<file path="src/rtl/fifo_word_serializer_pkg.sv">
// rtl/fifo_word_serializer_pkg.sv - shared state encoding and defaults for the FIFO word serializer
package fifo_word_serializer_pkg;

    localparam logic [1:0] ST_IDLE  = 2'd0;
    localparam logic [1:0] ST_FETCH = 2'd1;
    localparam logic [1:0] ST_LOAD  = 2'd2;
    localparam logic [1:0] ST_SEND  = 2'd3;

    localparam int DEFAULT_OUT_WIDTH = 8;

    typedef enum logic [1:0] {
        S_IDLE  = ST_IDLE,
        S_FETCH = ST_FETCH,
        S_LOAD  = ST_LOAD,
        S_SEND  = ST_SEND
    } state_t;

    // Slice counter width; a single-slice word still needs a 1-bit counter.
    function automatic int slice_bits(input int slices);
        return (slices > 1) ? $clog2(slices) : 1;
    endfunction

endpackage

</file>
<file path="src/rtl/fifo_word_serializer_if.sv">
// rtl/fifo_word_serializer_if.sv - FIFO read side plus narrow output stream bundle
interface fifo_word_serializer_if
    import fifo_word_serializer_pkg::*;
#(
    parameter int DATA_WIDTH = 32,
    parameter int OUT_WIDTH  = DEFAULT_OUT_WIDTH
) ();

    logic                  fifo_empty;
    logic [DATA_WIDTH-1:0] fifo_q;
    logic                  read_enable;
    logic [OUT_WIDTH-1:0]  out_data;
    logic                  out_valid;
    logic                  out_ready;
    logic                  out_last;
    logic                  busy;

    // The serializer drives the pop strobe and the output stream.
    modport master (
        input  fifo_empty,
        input  fifo_q,
        input  out_ready,
        output read_enable,
        output out_data,
        output out_valid,
        output out_last,
        output busy
    );

    // The FIFO and the downstream link logic.
    modport slave (
        output fifo_empty,
        output fifo_q,
        output out_ready,
        input  read_enable,
        input  out_data,
        input  out_valid,
        input  out_last,
        input  busy
    );

endinterface

</file>
<file path="src/rtl/fifo_word_serializer_word_slicer.sv">
// rtl/fifo_word_serializer_word_slicer.sv - shift register and slice counter for one FIFO word
module word_slicer
    import fifo_word_serializer_pkg::*;
#(
    parameter int DATA_WIDTH = 32,
    parameter int OUT_WIDTH  = DEFAULT_OUT_WIDTH,
    parameter int SLICES     = DATA_WIDTH / OUT_WIDTH,
    parameter int SLICE_BITS = slice_bits(SLICES)
) (
    input  logic                  clock,
    input  logic                  reset,
    input  logic                  load,
    input  logic                  advance,
    input  logic [DATA_WIDTH-1:0] word,
    output logic [OUT_WIDTH-1:0]  slice,
    output logic                  last
);

    logic [DATA_WIDTH-1:0] shift;
    logic [DATA_WIDTH-1:0] shift_next;
    logic [SLICE_BITS-1:0] cnt;

    // With a single slice the whole word leaves in one beat, so the shifted value is simply empty.
    generate
        if (SLICES == 1) begin : g_single
            assign shift_next = '0;
        end else begin : g_multi
            assign shift_next = {{OUT_WIDTH{1'b0}}, shift[DATA_WIDTH-1:OUT_WIDTH]};
        end
    endgenerate

    // Load a fresh word, or drop the accepted slice and count it.
    always_ff @(posedge clock) begin
        if (reset) begin
            shift <= '0;
            cnt   <= '0;
        end else if (load) begin
            shift <= word;
            cnt   <= '0;
        end else if (advance) begin
            shift <= shift_next;
            cnt   <= cnt + SLICE_BITS'(1);
        end
    end

    assign slice = shift[OUT_WIDTH-1:0];
    assign last  = (cnt == SLICE_BITS'(SLICES - 1));

endmodule

</file>
<file path="src/rtl/fifo_word_serializer.sv">
// rtl/fifo_word_serializer.sv - pops FIFO words and streams them out LS slice first
module fifo_word_serializer
    import fifo_word_serializer_pkg::*;
#(
    parameter int DATA_WIDTH = 32,
    parameter int OUT_WIDTH  = DEFAULT_OUT_WIDTH,
    parameter int SLICES     = DATA_WIDTH / OUT_WIDTH,
    parameter int SLICE_BITS = slice_bits(SLICES)
) (
    input  logic                   clock,
    input  logic                   reset,
    fifo_word_serializer_if.master bus
);

    state_t state;
    logic   read_enable_q;
    logic   out_valid_q;
    logic   busy_q;
    logic   slice_last;
    logic   accept;
    logic   load;

    assign accept = out_valid_q && bus.out_ready;
    assign load   = (state == S_LOAD);

    // Control FSM; the strobes are updated together with the state so every output comes from a flop.
    // fifo_empty is only looked at in IDLE and when the final slice leaves, so a pop never hits an empty FIFO.
    always_ff @(posedge clock) begin
        if (reset) begin
            state         <= S_IDLE;
            read_enable_q <= 1'b0;
            out_valid_q   <= 1'b0;
            busy_q        <= 1'b0;
        end else begin
            case (state)
                S_IDLE: begin
                    if (!bus.fifo_empty) begin
                        state         <= S_FETCH;
                        read_enable_q <= 1'b1;
                        busy_q        <= 1'b1;
                    end
                end
                S_FETCH: begin
                    state         <= S_LOAD;
                    read_enable_q <= 1'b0;
                end
                S_LOAD: begin
                    state       <= S_SEND;
                    out_valid_q <= 1'b1;
                end
                S_SEND: begin
                    if (accept && slice_last) begin
                        out_valid_q <= 1'b0;
                        if (!bus.fifo_empty) begin
                            state         <= S_FETCH;
                            read_enable_q <= 1'b1;
                        end else begin
                            state  <= S_IDLE;
                            busy_q <= 1'b0;
                        end
                    end
                end
                default: begin
                    state <= S_IDLE;
                end
            endcase
        end
    end

    word_slicer #(
        .DATA_WIDTH (DATA_WIDTH),
        .OUT_WIDTH  (OUT_WIDTH),
        .SLICES     (SLICES),
        .SLICE_BITS (SLICE_BITS)
    ) u_slicer (
        .clock   (clock),
        .reset   (reset),
        .load    (load),
        .advance (accept),
        .word    (bus.fifo_q),
        .slice   (bus.out_data),
        .last    (slice_last)
    );

    assign bus.read_enable = read_enable_q;
    assign bus.out_valid   = out_valid_q;
    assign bus.busy        = busy_q;
    // The counter sits at zero while idle, which would read as "last" for one-slice words.
    assign bus.out_last    = out_valid_q && slice_last;

endmodule

</file>
<file path="src/flat_wrapper.sv">
// flat-port wrapper written by rule: the top's interface ports become plain ports
module fifo_word_serializer_flat import fifo_word_serializer_pkg::*;
#(
    parameter int DATA_WIDTH = 32,
    parameter int OUT_WIDTH  = DEFAULT_OUT_WIDTH,
    parameter int SLICES     = DATA_WIDTH / OUT_WIDTH,
    parameter int SLICE_BITS = slice_bits(SLICES)
)
  (clock, reset, bus_fifo_empty, bus_fifo_q, bus_out_ready, bus_read_enable, bus_out_data, bus_out_valid, bus_out_last, bus_busy);
  fifo_word_serializer_if #(.DATA_WIDTH(DATA_WIDTH), .OUT_WIDTH(OUT_WIDTH)) bus_i ();
  input  logic clock;
  input  logic reset;
  input wire logic [$bits(bus_i.fifo_empty)-1:0] bus_fifo_empty;
  input wire logic [$bits(bus_i.fifo_q)-1:0] bus_fifo_q;
  input wire logic [$bits(bus_i.out_ready)-1:0] bus_out_ready;
  output wire logic [$bits(bus_i.read_enable)-1:0] bus_read_enable;
  output wire logic [$bits(bus_i.out_data)-1:0] bus_out_data;
  output wire logic [$bits(bus_i.out_valid)-1:0] bus_out_valid;
  output wire logic [$bits(bus_i.out_last)-1:0] bus_out_last;
  output wire logic [$bits(bus_i.busy)-1:0] bus_busy;
  assign bus_i.fifo_empty = bus_fifo_empty;
  assign bus_i.fifo_q = bus_fifo_q;
  assign bus_i.out_ready = bus_out_ready;
  assign bus_read_enable = bus_i.read_enable;
  assign bus_out_data = bus_i.out_data;
  assign bus_out_valid = bus_i.out_valid;
  assign bus_out_last = bus_i.out_last;
  assign bus_busy = bus_i.busy;
  fifo_word_serializer #(.DATA_WIDTH(DATA_WIDTH), .OUT_WIDTH(OUT_WIDTH), .SLICES(SLICES), .SLICE_BITS(SLICE_BITS)) u_core (.clock(clock), .reset(reset), .bus(bus_i));
endmodule
</file>
<file path="config.mk">
export PLATFORM = sky130hd
export DESIGN_NAME = fifo_word_serializer_flat
export DESIGN_NICKNAME = d
export VERILOG_FILES = /design/src/rtl/fifo_word_serializer_pkg.sv /design/src/rtl/fifo_word_serializer_if.sv /design/src/rtl/fifo_word_serializer_word_slicer.sv /design/src/rtl/fifo_word_serializer.sv /design/src/flat_wrapper.sv
export SDC_FILE = /design/constraint.sdc
export NUM_CORES = 1
export LEC_CHECK = 0
export ABC_AREA = 1
export BUFFER_PORTS_ARGS = -buffer_cell sky130_fd_sc_hd__buf_2
export CAP_MARGIN = 5
export CORE_ASPECT_RATIO = 0.9
export CORE_MARGIN = 1.5
export CORE_UTILIZATION = 50
export CTS_BUF_LIST = sky130_fd_sc_hd__clkbuf_2 sky130_fd_sc_hd__clkbuf_4 sky130_fd_sc_hd__clkbuf_8
export CTS_CLUSTER_SIZE = 10
export DETAILED_ROUTE_END_ITERATION = 7
export GPL_TIMING_DRIVEN = 0
export PLACE_DENSITY_LB_ADDON = 0.05
export SYNTH_ARGS = -nofsm -noshare
export SYNTH_HDL_FRONTEND = slang
export SYNTH_HIERARCHICAL = 1
export SYNTH_SLANG_ARGS = --single-unit
</file>
<file path="constraint.sdc">
create_clock -name clock -period 3.9 [get_ports clock]
set_input_delay 0.585 -clock clock [delete_from_list [all_inputs] [get_ports clock]]
set_output_delay 0.585 -clock clock [all_outputs]
set_load 0.01 [all_outputs]
</file>
==> impl_metrics.yaml <==
sta:
  finalSetupViolCount: 0
  final.period_utilization_pct: 42.4
  rsz0062_at_grt: "false"
  fin_skew_ns: 0.00521
  worst_pin_slew_ns: 0.596
  period_needed_ns: 1.65
  finalWorstSetupSlack_ns: 2.25
  fin_tns_setup_ns: 0
  hold_violations: 0
  relSlewSlack_pct: 60.3
  finalMaxSlewViolations: 0
  fmax_mhz: 605
placement:
  io_buffers: 47
  place_congestion: 0.851
  dpl_cell_area_um2: 2320
  place_ws_ns: 2.36
  hpwl_mm: 3.01
synth:
  syn_nets: 340
  async_flop_share_pct: 0
  ys_ff_latch: 39
  ys.flop_type: "dfxtp_1"
  avgSynthCellArea_um2: 6.80
  yosysSeqAreaShare_pct: 38.5
  syn_inst: 298
  ys.warnings.count: 6
  syn-cell-area_um2: 2030
  synth_enable_flop_cells: 0
  synth.distinct_cells: 22
power_and_ir_drop:
  power_density_nw_per_um2: 633
  p_leak_uw: 0.00132
  peakVddDrop_v: 0.000303
global_route:
  grt_overflow: 0
  grt_pass1_wl_mm: 7.98
  grt_max_degree: 12
  grt_usage_pct: 22.2
  first_global_vias: 1864
  antenna_found_initial: 0
die:
  die-area_um2: 4450
  die_h_um: 63.4
  fp.dieW_um: 70.1
  core_area_um2: 3810
  start_util_pct: 53.2
  rows: 21
  pin_count: 48
cts:
  cts_sinks: 39
  clk_pin_slew_worst_paths_ns: 0.07
  cts_tree: "yes"
  clkLatencyLatePin_ns: 0.29
  hold_buffers: 0
  cts-resized-gates: 0
  postCtsSetupRepairBufs: 0
  cts_buffer_depth: 2
  htree_levels: 2
  cts_made_buffers: 5
  cts_root_buffer: "clkbuf_8"
critical_path:
  worstSetupStartpointType: "register"
  rrSetupSlack_ns: 2.34
  reg2reg_depth: 9
  path_class: "reg -> out"
  r2r-end: "u_core/u_slicer/shift[1]"
  reg2reg_from: "u_core/state[0]"
  worstSetupEndpointType: "primary output"
  worstPathMaxFanout: 2
  cp_data_required_time_ns: 3.31
  worstPathArrival_ns: 1.07
cells_and_area:
  syn_to_final_growth_pct: 19.6
  final_nets: 394
  final_area_um2: 2420
  final_cell_mix: "nand2_1, buf_2, dfxtp_1"
  fillers: 367
  multi_input_area_um2: 918
  fin_util_pct: 63.6
  regArea_um2: 781
  layout-drive-gt1-share_pct: 24.1
  mostFrequentLayoutCell: "nand2_1"
  diodes: 0
route:
  finalWirelength_mm: 4.20
  ant_nets: 0
  vias: 1845
  vias_per_cell: 4.62
  drcViolationCount: 0
  wl_per_cell_um: 10.5
  drtIter0Drc: 69
  drtPass1Iterations: 4
min_path:
  hold_start: "u_core/bus.read_enable"
  hold_depth: 2
  min_path_type: "reg -> reg"
  worstHoldEndpoint: "u_core/bus.read_enable"
job:
  maxCapViolations: 0
status:
  outcome: "complete, no violations"
## layout make-up
| type | count | area share, % |
|---|---|---|
| buffer | 23 | 7.49 |
| tap | 46 | 2.37 |
| inverter | 39 | 6.04 |
| clock buffer | 8 | 4.29 |
| sequential | 39 | 32.2 |
| multi-input combinational | 197 | 37.9 |
| timing repair buffer | 47 | 9.71 |
## cell families after synthesis
family                     count (synthesis)  share of synthesized area, %
adders and majority gates                  6                          3.70
buffers and inverters                     62                          16.2
DFF                                       39                          38.5
AOI/OAI and AO/OA                         26                          7.35
and+or+nand+nor                          164                          33.8
xor gates and xnor gates                   1                         0.432
## metal layers
| metal | part of all wire, % | global-route usage (%) | wire (µm) |
|---|---|---|---|
| met1 | 52 | 29.5 | 2200 |
| met2 | 43 | 35.7 | 1790 |
| met3 | 3.9 | 4.96 | 164 |
| met4 | 1.2 | 7.21 | 51 |
| met5 | 0 | 0 | 0 |
## state kept, by name, summed over array words and instances (netlist names)
name,count
u_core/bus.busy,1
u_core/bus.read_enable,1
u_core/u_slicer/cnt,2
u_core/state,2
u_core/u_slicer/shift,32
u_core/bus.out_valid,1
## critical path: stages, from the launching register on
cell and delay (ns):
dfxtp_1 0.33, ha_1 0.23, nand2_1 0.07, inv_1 0.03
buf_2 0.12
## cell usage after synthesis, types with 2 or more instances
master	number	share of area, %
a21oi_1	20	4.9
a21oi_2	5	2.2
buf_2	4	0.99
buf_4	10	3.7
buf_6	7	3.9
clkbuf_1	2	0.37
dfxtp_1	39	39
ha_1	6	3.7
inv_1	38	7.0
nand2_1	124	23
nand3_1	27	6.7
nor2_1	5	0.93
nor3_1	2	0.49
## stage by stage
step	instances	total power, µW	hold slack [ns]
global placement	391	1230	0.426
floorplan	298	1080	0.439
finish	399	1530	0.440
global route	399	1680	0.481
CTS	399	1550	0.444
detailed placement	391	1240	0.432
## worst max-delay path by stage
stage | slack [ns] | cells after the start | from | to
2_1_floorplan | 2.56 | 8 | u_core/state[0] | u_core/u_slicer/shift[11]
3_3_place_gp | 2.36 | 10 | bus_out_ready | u_core/u_slicer/shift[22]
3_5_place_dp | 2.36 | 9 | u_core/state[0] | u_core/u_slicer/shift[1]
4_1_cts | 2.23 | 4 | u_core/u_slicer/cnt[0] | bus_out_last
5_1_grt | 2.15 | 9 | u_core/state[0] | u_core/u_slicer/shift[3]
6_report | 2.25 | 4 | u_core/u_slicer/cnt[0] | bus_out_last
## report_power, final
part	switching [µW]	internal (µW)	total, µW
Combinational	367	280	647
Clock	138	168	306
Sequential	64.5	516	580
Note: power is estimated with default switching activity, not from simulation.
